File: src/rtl/uart_rx_os.sv
// uart_rx_os: oversampled UART receiver with a single-byte holding register.
// Start is confirmed at mid-bit, then data and stop are sampled at bit centres.
module uart_rx_os #(
    parameter int OVERSAMPLE = 4,
    parameter int DATA_BITS  = 8
) (
    input  logic                 clk,
    input  logic                 resetn,
    input  logic                 tick,
    input  logic                 rxd,
    input  logic                 rd,
    output logic [DATA_BITS-1:0] data,
    output logic                 valid,
    output logic                 frame_err,
    output logic                 overrun,
    output logic                 busy
);

    localparam int CW = $clog2(OVERSAMPLE);
    localparam int BW = (DATA_BITS > 1) ? $clog2(DATA_BITS) : 1;

    localparam logic [CW-1:0] HALF_M1 = CW'(OVERSAMPLE / 2 - 1);
    localparam logic [CW-1:0] FULL_M1 = CW'(OVERSAMPLE - 1);
    localparam logic [BW-1:0] LAST    = BW'(DATA_BITS - 1);

    typedef enum logic [1:0] {
        IDLE,
        START,
        DATA,
        STOP
    } state_e;

    state_e               state_q, state_d;
    logic [CW-1:0]        cnt_q, cnt_d;
    logic [BW-1:0]        bit_q, bit_d;
    logic [DATA_BITS-1:0] shift_q, shift_d;
    logic                 ok_q, ok_d;
    logic                 bad_q, bad_d;
    logic                 sync1_q, sync2_q;
    logic [DATA_BITS-1:0] data_q, data_d;
    logic                 valid_q, valid_d;
    logic                 ferr_q;
    logic                 ovr_q, ovr_d;
    logic                 rxs;

    assign rxs = sync2_q;

    // Synchronizer idles high so a reset never looks like a start edge.
    always_ff @(posedge clk or negedge resetn) begin
        if (!resetn) begin
            sync1_q <= 1'b1;
            sync2_q <= 1'b1;
        end else begin
            sync1_q <= rxd;
            sync2_q <= sync1_q;
        end
    end

    always_ff @(posedge clk or negedge resetn) begin
        if (!resetn) begin
            state_q <= IDLE;
            cnt_q   <= '0;
            bit_q   <= '0;
            shift_q <= '0;
            ok_q    <= 1'b0;
            bad_q   <= 1'b0;
        end else begin
            state_q <= state_d;
            cnt_q   <= cnt_d;
            bit_q   <= bit_d;
            shift_q <= shift_d;
            ok_q    <= ok_d;
            bad_q   <= bad_d;
        end
    end

    always_comb begin
        state_d = state_q;
        cnt_d   = cnt_q;
        bit_d   = bit_q;
        shift_d = shift_q;
        ok_d    = 1'b0;
        bad_d   = 1'b0;
        if (tick) begin
            unique case (state_q)
                IDLE: begin
                    if (!rxs) begin
                        state_d = START;
                        cnt_d   = '0;
                    end
                end
                START: begin
                    if (cnt_q == HALF_M1) begin
                        cnt_d   = '0;
                        bit_d   = '0;
                        state_d = rxs ? IDLE : DATA;
                    end else begin
                        cnt_d = cnt_q + CW'(1);
                    end
                end
                DATA: begin
                    if (cnt_q == FULL_M1) begin
                        cnt_d   = '0;
                        shift_d = {rxs, shift_q[DATA_BITS-1:1]};
                        if (bit_q == LAST) begin
                            state_d = STOP;
                        end else begin
                            bit_d = bit_q + BW'(1);
                        end
                    end else begin
                        cnt_d = cnt_q + CW'(1);
                    end
                end
                STOP: begin
                    // Leave on the stop sample so a back-to-back start is seen.
                    if (cnt_q == FULL_M1) begin
                        cnt_d   = '0;
                        state_d = IDLE;
                        ok_d    = rxs;
                        bad_d   = !rxs;
                    end else begin
                        cnt_d = cnt_q + CW'(1);
                    end
                end
            endcase
        end
    end

    always_comb begin
        data_d  = data_q;
        valid_d = valid_q;
        ovr_d   = ovr_q;
        if (ok_q) begin
            if (valid_q && !rd) begin
                ovr_d = 1'b1;
            end else begin
                data_d  = shift_q;
                valid_d = 1'b1;
                if (rd) begin
                    ovr_d = 1'b0;
                end
            end
        end else if (rd) begin
            valid_d = 1'b0;
            ovr_d   = 1'b0;
        end
    end

    always_ff @(posedge clk or negedge resetn) begin
        if (!resetn) begin
            data_q  <= '0;
            valid_q <= 1'b0;
            ferr_q  <= 1'b0;
            ovr_q   <= 1'b0;
        end else begin
            data_q  <= data_d;
            valid_q <= valid_d;
            ferr_q  <= bad_q;
            ovr_q   <= ovr_d;
        end
    end

    assign data      = data_q;
    assign valid     = valid_q;
    assign frame_err = ferr_q;
    assign overrun   = ovr_q;
    assign busy      = (state_q != IDLE);

endmodule

File: config.mk
export PLATFORM = sky130hd
export DESIGN_NAME = uart_rx_os
export DESIGN_NICKNAME = d
export VERILOG_FILES = /design/src/rtl/uart_rx_os.sv
export SDC_FILE = /design/constraint.sdc
export NUM_CORES = 1
export LEC_CHECK = 0
export CAP_MARGIN = 20
export CORE_ASPECT_RATIO = 1.25
export CORE_UTILIZATION = 57
export DETAILED_ROUTE_END_ITERATION = 6
export PLACE_DENSITY_LB_ADDON = 0.15
export SYNTH_ARGS = -nofsm -noshare
export SYNTH_HDL_FRONTEND = slang
export SYNTH_SLANG_ARGS = --single-unit
File: constraint.sdc
create_clock -name clk -period 2.62 [get_ports clk]
set_clock_uncertainty 0.05 [all_clocks]
set_input_delay 0.524 -clock clk [delete_from_list [all_inputs] [get_ports clk]]
set_output_delay 0.524 -clock clk [all_outputs]
set_load 0.1 [all_outputs]
==> results of run 1 <==
logic make-up (layout without fill, tap and decap cells):
kind of cell             count (synthesis)  count (layout)  synth area share, %
AO/OA/AOI/OAI                           10              10                5.643
adder cells (fa/ha/maj)                  5               5                4.864
buffers and inverters                   10              33                3.794
flip-flops                              30              30                58.56
multiplexers                            20              20                17.22
AND/OR/NAND/NOR                         19              19                9.923
cell type report:
class / count / share of cell area, %
inverter: 8 / 1.998
timing repair buffer: 17 / 9.159
tap: 30 / 2.498
clock inverter: 1 / 0.3331
multi-input combinational: 54 / 32.22
clock buffer: 7 / 3.664
sequential: 30 / 50.12
report_power, final:
group / internal (mW) / switching, mW
clock network: 0.130 / 0.149
logic: 0.150 / 0.230
registers: 0.530 / 0.0729
total: 0.809 / 0.452
worst max-delay path by stage:
stage	startpoint	endpoint	slack [ns]
floorplan	valid	data[0]	0.82
global placement	tick	bit_q[2]	0.63
detailed placement	tick	bit_q[0]	0.60
CTS	register	busy	0.70
global route	register	busy	0.65
finish	register	busy	0.72
cell usage in the layout, fill, tap and decap left out, types with 2 or more instances in the layout:
cell type         n
buf_4            13
clkbuf_4          5
nand2b_1          3
clkdlybuf4s50_1   4
mux2_2           16
o21ai_0           2
o22ai_1           3
nor2_1            3
dfstp_2           2
ha_1              5
mux2i_1           3
nand2_1           4
inv_1             8
dfrtp_1          28
a21oi_1           2
registers in the layout (all words and copies together), names as in the netlist, named ones only:
name / flops
data: 8
shift_q: 8
bit_q: 3
cnt_q: 2
bad_q: 1
frame_err: 1
ok_q: 1
overrun: 1
rxs: 1
state_q: 1
sync1_q: 1
valid: 1
routing by layer:
metal / share of wire [%] / GRT usage [%] / vias to the layer above
li1: - / - / 370
met2: 50 / 30.15 / 19
met4: 3.9 / 15.15 / 0
met1: 41 / 19.18 / 369
met3: 5.4 / 8.117 / 6
met5: 0 / 0 / -
==> summary.txt, run 1 <==
Run status
  – Outcome: complete, no violations

Drt
  – Iteration-0 DRC count of the detailed router: 9
  – Initial DRT Pass Iterations: 3
  – Via count: 764
  – # DRC: 0
  – Vias per cell: 5.197
  – Antenna Nets Post-Route: 0
  – Total Wirelength: ~1800 um
  – Routed WL per cell: between 10 and 15 um

Clock network
  – CTS root buffer: clkbuf_4
  – Post-CTS Setup Bufs: 0
  – CTS tree: done
  – H-tree depth: 2
  – TritonCTS Buffers: 5
  – CTS Buffer Depth: 2
  – Post-cts gate resize count: 0
  – Clock Sinks: 30
  – Clk Latency, worst-skew pair: 0.33 ns
  – CTS clk-pin slew, worst paths: around 0.080 ns
  – Post-CTS Hold Buffers: 0

Global routing
  – Grt total ovfl: 0
  – Pin count of the biggest net entering global routing: 31
  – Initial antenna violation count: 0
  – All-Layer GR Usage: 18.83%
  – Vias in the first global route: 701
  – First-pass GRT wire length: 3015 um

Cells and area
  – Non-Filler Instances: 147
  – Fillcell total: about 140
  – Multi-input logic area: 484.2 um^2
  – Diode count: 0
  – Final Instance Area: 0.001503 mm^2
  – Share of post-route cells with drive strength above 1: 37.61%
  – Fin nets: 126
  – Layout area overhead: 16.83%
  – Register Area: 753.2 um^2
  – Final Util: between 70 and 80%

Critical path
  – Crit start category: register
  – Family with the most delay on the worst path: flip-flops
  – Crit. End Element: output pin
  – Reg-to-Reg End: bit_q[1]
  – FF-to-FF Start: cnt_q[0]
  – Worst path cell trace: or2_4, buf_4
  – R2R Setup Slk: about 1.1 ns
  – R2r worst-path depth: 4
  – WP depth: 2
  – CP max-delay cell: dfrtp_1
  – Worst Path Buf+Inv: 1
  – Arrival time worst endpoint: 1.33 ns
  – Worst setup path class: register to output pin
  – Worst Path Required: between 2 and 2.5 ns
  – Max incr delay on CP: 0.49 ns
  – Critical path peak fanout: 9

Placed design
  – Placed cell area: 0.001443 mm^2
  – RD Place Congestion: 0.6885
  – DP Wirelength: 1265 um
  – DP Worst Slack: 0.5977 ns
  – Port Buffers: 16
  – DP Cell Count: 139

Min path
  – Hold Crit Depth: 0
  – Hold Path End: rxs
  – HP Class: register to register
  – Hold_sp: sync1_q

Floorplanning
  – Core ar.: 0.002049 mm^2
  – Die height: 55.11 um
  – Initial Util: 62.76%
  – Rows: 18
  – # IOs: 17
  – Die ar.: 0.002452 mm^2
  – Die width: between 40 and 50 um

Synth
  – Post-synth top area cell: dfrtp_1
  – Area share of the largest cell type after synthesis: 54.47%
  – Number of enable flip-flop cells after synthesis: 0
  – Post-synthesis sequential area ratio: between 50% and 60%
  – Distinct cells, synth: 27
  – Most numerous cell in the Yosys netlist: dfrtp_1
  – Register bit total from synthesis: 30
  – Area contributors post-synth: dfrtp_1, mux2_2, ha_1
  – Synth Net Count: 104
  – Syn_area_per_cell: ~14 um^2
  – Synth Flop Type: dfrtp_1
  – Netlist Area Pre-Place: 0.001286 mm^2
  – Commonest cells in the netlist: dfrtp_1, mux2_2, inv_1
  – Post-Synthesis Cells: between 90 and 100
  – FFs w/ async S/R, synth: 100.0%
  – Synth warnings: 0

Flow run
  – Max-cap viol count: 0

STA
  – Hold Fails Final Rpt: 0
  – Max Clk Rate: ~530 MHz
  – Min Tclk post-route: 1.903 ns
  – RSZ-0062 raised after global routing: false
  – Total negative slack: 0 ns
  – Min Hold Slack: about 0.31 ns
  – Rel. slew slack: between 70% and 80%
  – Final Max Tran Viols: 0
  – Setup-failing EPs final: 0
  – Final period utilization: 72.62%
  – Setup ws final: 0.7175 ns
  – Worst-Margin Slew: about 0.37 ns

Pwr
  – Worst IR Drop VDD: 0.6240 mV
  – Total power: between 1 and 1.5 mW
  – P_leak: 0.7827 nW
  – Total power per unit cell area: 839.4 mW/mm^2
Note: power is estimated with default switching activity, not from simulation.
==> inputs of run 2 (changes only) <==
--- a/config.mk
+++ b/config.mk
@@ -7,7 +7,7 @@
 export LEC_CHECK = 0
 export CAP_MARGIN = 20
 export CORE_ASPECT_RATIO = 1.25
-export CORE_UTILIZATION = 57
+export CORE_UTILIZATION = 48
 export DETAILED_ROUTE_END_ITERATION = 6
 export PLACE_DENSITY_LB_ADDON = 0.15
 export SYNTH_ARGS = -nofsm -noshare
==> constraint.sdc (replaced) <==
create_clock -name clk -period 1.75 [get_ports clk]
set_clock_uncertainty 0.05 [all_clocks]
set_input_delay 0.35 -clock clk [delete_from_list [all_inputs] [get_ports clk]]
set_output_delay 0.35 -clock clk [all_outputs]
set_load 0.1 [all_outputs]
==> run 2 against run 1 <==
Worst setup slack worse by 0.63 ns. Combinational power up 68%. Total power up 63%. Final area up 12%. Global-route usage down 2.2 points. Sequential power up 53%. First-iteration DRC count up 67%. Routed wire length up 7.7%. Critical path type unchanged.
==> summary.txt, run 2 (same netlist as run 1, synthesis figures left out) <==
Critical path
  – Worst Path Required: ~1.4 ns
  – R2r worst-path depth: 4
  – Crit start category: register
  – Arrival time worst endpoint: roughly 1.3 ns
  – Critical path peak fanout: 9
  – Crit. End Element: output pin
  – Worst setup path class: register to output pin

Floorplanning
  – Core ar.: 0.002477 mm^2
  – Initial Util: 51.92%
  – Rows: 20
  – Die width: 48.30 um
  – # IOs: 17
  – Die ar.: 0.002892 mm^2
  – Die height: around 60 um

Clock network
  – Clk Latency, worst-skew pair: ~0.32 ns
  – TritonCTS Buffers: 5
  – CTS clk-pin slew, worst paths: 0.09 ns
  – CTS root buffer: clkbuf_4
  – Post-CTS Setup Bufs: 0
  – Post-cts gate resize count: 0
  – CTS tree: done
  – H-tree depth: 2
  – Clock Sinks: 30
  – CTS Buffer Depth: 2
  – Post-CTS Hold Buffers: 0

STA
  – RSZ-0062 raised after global routing: false
  – Worst-Margin Slew: 0.3592 ns
  – Final period utilization: 95.05%
  – Hold Fails Final Rpt: 0
  – Setup-failing EPs final: 0
  – Final Max Tran Viols: 0
  – Rel. slew slack: 76.05%
  – Max Clk Rate: roughly 600 MHz
  – Min Tclk post-route: 1.663 ns
  – Total negative slack: 0 ns

Cells and area
  – Diode count: 0
  – Fillcell total: 182
  – Commonest non-fill, non-tap cell in the layout: dfrtp_1
  – Share of post-route cells with drive strength above 1: 40.68%
  – Layout area overhead: 31.03%
  – Commonest cells after routing, fill and taps aside: dfrtp_1, mux2_2, buf_12, inv_1
  – Fin nets: 127

Global routing
  – First-pass GRT wire length: 3367 um
  – Pin count of the biggest net entering global routing: 31
  – Vias in the first global route: between 700 and 800
  – Grt total ovfl: 0
  – All-Layer GR Usage: 16.58%
  – Initial antenna violation count: 0

Flow run
  – Max-cap viol count: 0

Run status
  – Outcome: complete, no violations

Placed design
  – Port Buffers: 16
  – RD Place Congestion: 0.7130
  – DP Wirelength: 1414 um

Pwr
  – P_leak: 0.8294 nW
  – Total power: 2.052 mW
  – Total power per unit cell area: 1217 mW/mm^2
  – Worst IR Drop VDD: slightly below 0.9 mV

Drt
  – Initial DRT Pass Iterations: 4
  – Iteration-0 DRC count of the detailed router: 15
  – Vias per cell: 5.179
  – Via count: a little under 800
  – Antenna Nets Post-Route: 0
  – Routed WL per cell: 12.52 um
  – # DRC: 0
  – Total Wirelength: 1891 um

Min path
  – Hold Crit Depth: 0
  – HP Class: register to register
-- run 2: final cells by class --
| class | instances | area (um^2) | area share, % |
|---|---|---|---|
| flip-flops and latches | 30 | 755.7 | 44.84 |
| multi-input cells | 54 | 484.2 | 28.73 |
| well taps | 33 | 41.29 | 2.450 |
| clock buffers | 8 | 78.83 | 4.677 |
| inverters | 8 | 30.03 | 1.782 |
| repair buffers | 18 | 295.3 | 17.52 |
-- run 2: per-stage QoR --
stage | worst slack, ns | hold slack, ns | cell area [um^2] | util [%] | instances
finish | 0.08671 | 0.3098 | 1685 | 68.03 | 151
global route | 0.04798 | 0.3115 | 1685 | 68.03 | 151
CTS | 0.04211 | 0.3109 | 1684 | 67.98 | 151
detailed placement | 0.08159 | 0.2950 | 1605 | 64.80 | 143
global placement | 0.1228 | 0.2881 | 1605 | 64.80 | 143
floorplan | 0.2487 | 0.004409 | 1287 | - | 94
-- run 2: worst paths after layout --
check	from	to	slack, ns
min reg2reg	sync1_q	rxs	0.31
max in group asynchronous	resetn	sync1_q	0.97
min	sync1_q	rxs	0.31
min in group asynchronous	resetn	valid	0.36
max reg2reg	cnt_q[0]	bit_q[2]	0.21
max	register	busy	0.09
-- run 2: power breakdown --
group / total (mW) / leakage, nW / switching [mW] / internal [mW]
registers: 0.919 / 0.400 / 0.123 / 0.796
clock network: 0.496 / 0.0446 / 0.222 / 0.274
logic: 0.637 / 0.385 / 0.353 / 0.284
-- run 2: routing by layer --
metal	track usage, %	wire [um]	vias to the layer above
met4	11.34	54	0
li1	-	-	370
met2	29.18	975	19
met5	0	0	-
met1	16.42	762	387
met3	6.361	99	6
-- run 2: critical path, stage by stage, from the launching register on --
cell	delay, ns
dfrtp_2	0.48
or2_4	0.28
buf_12	0.17
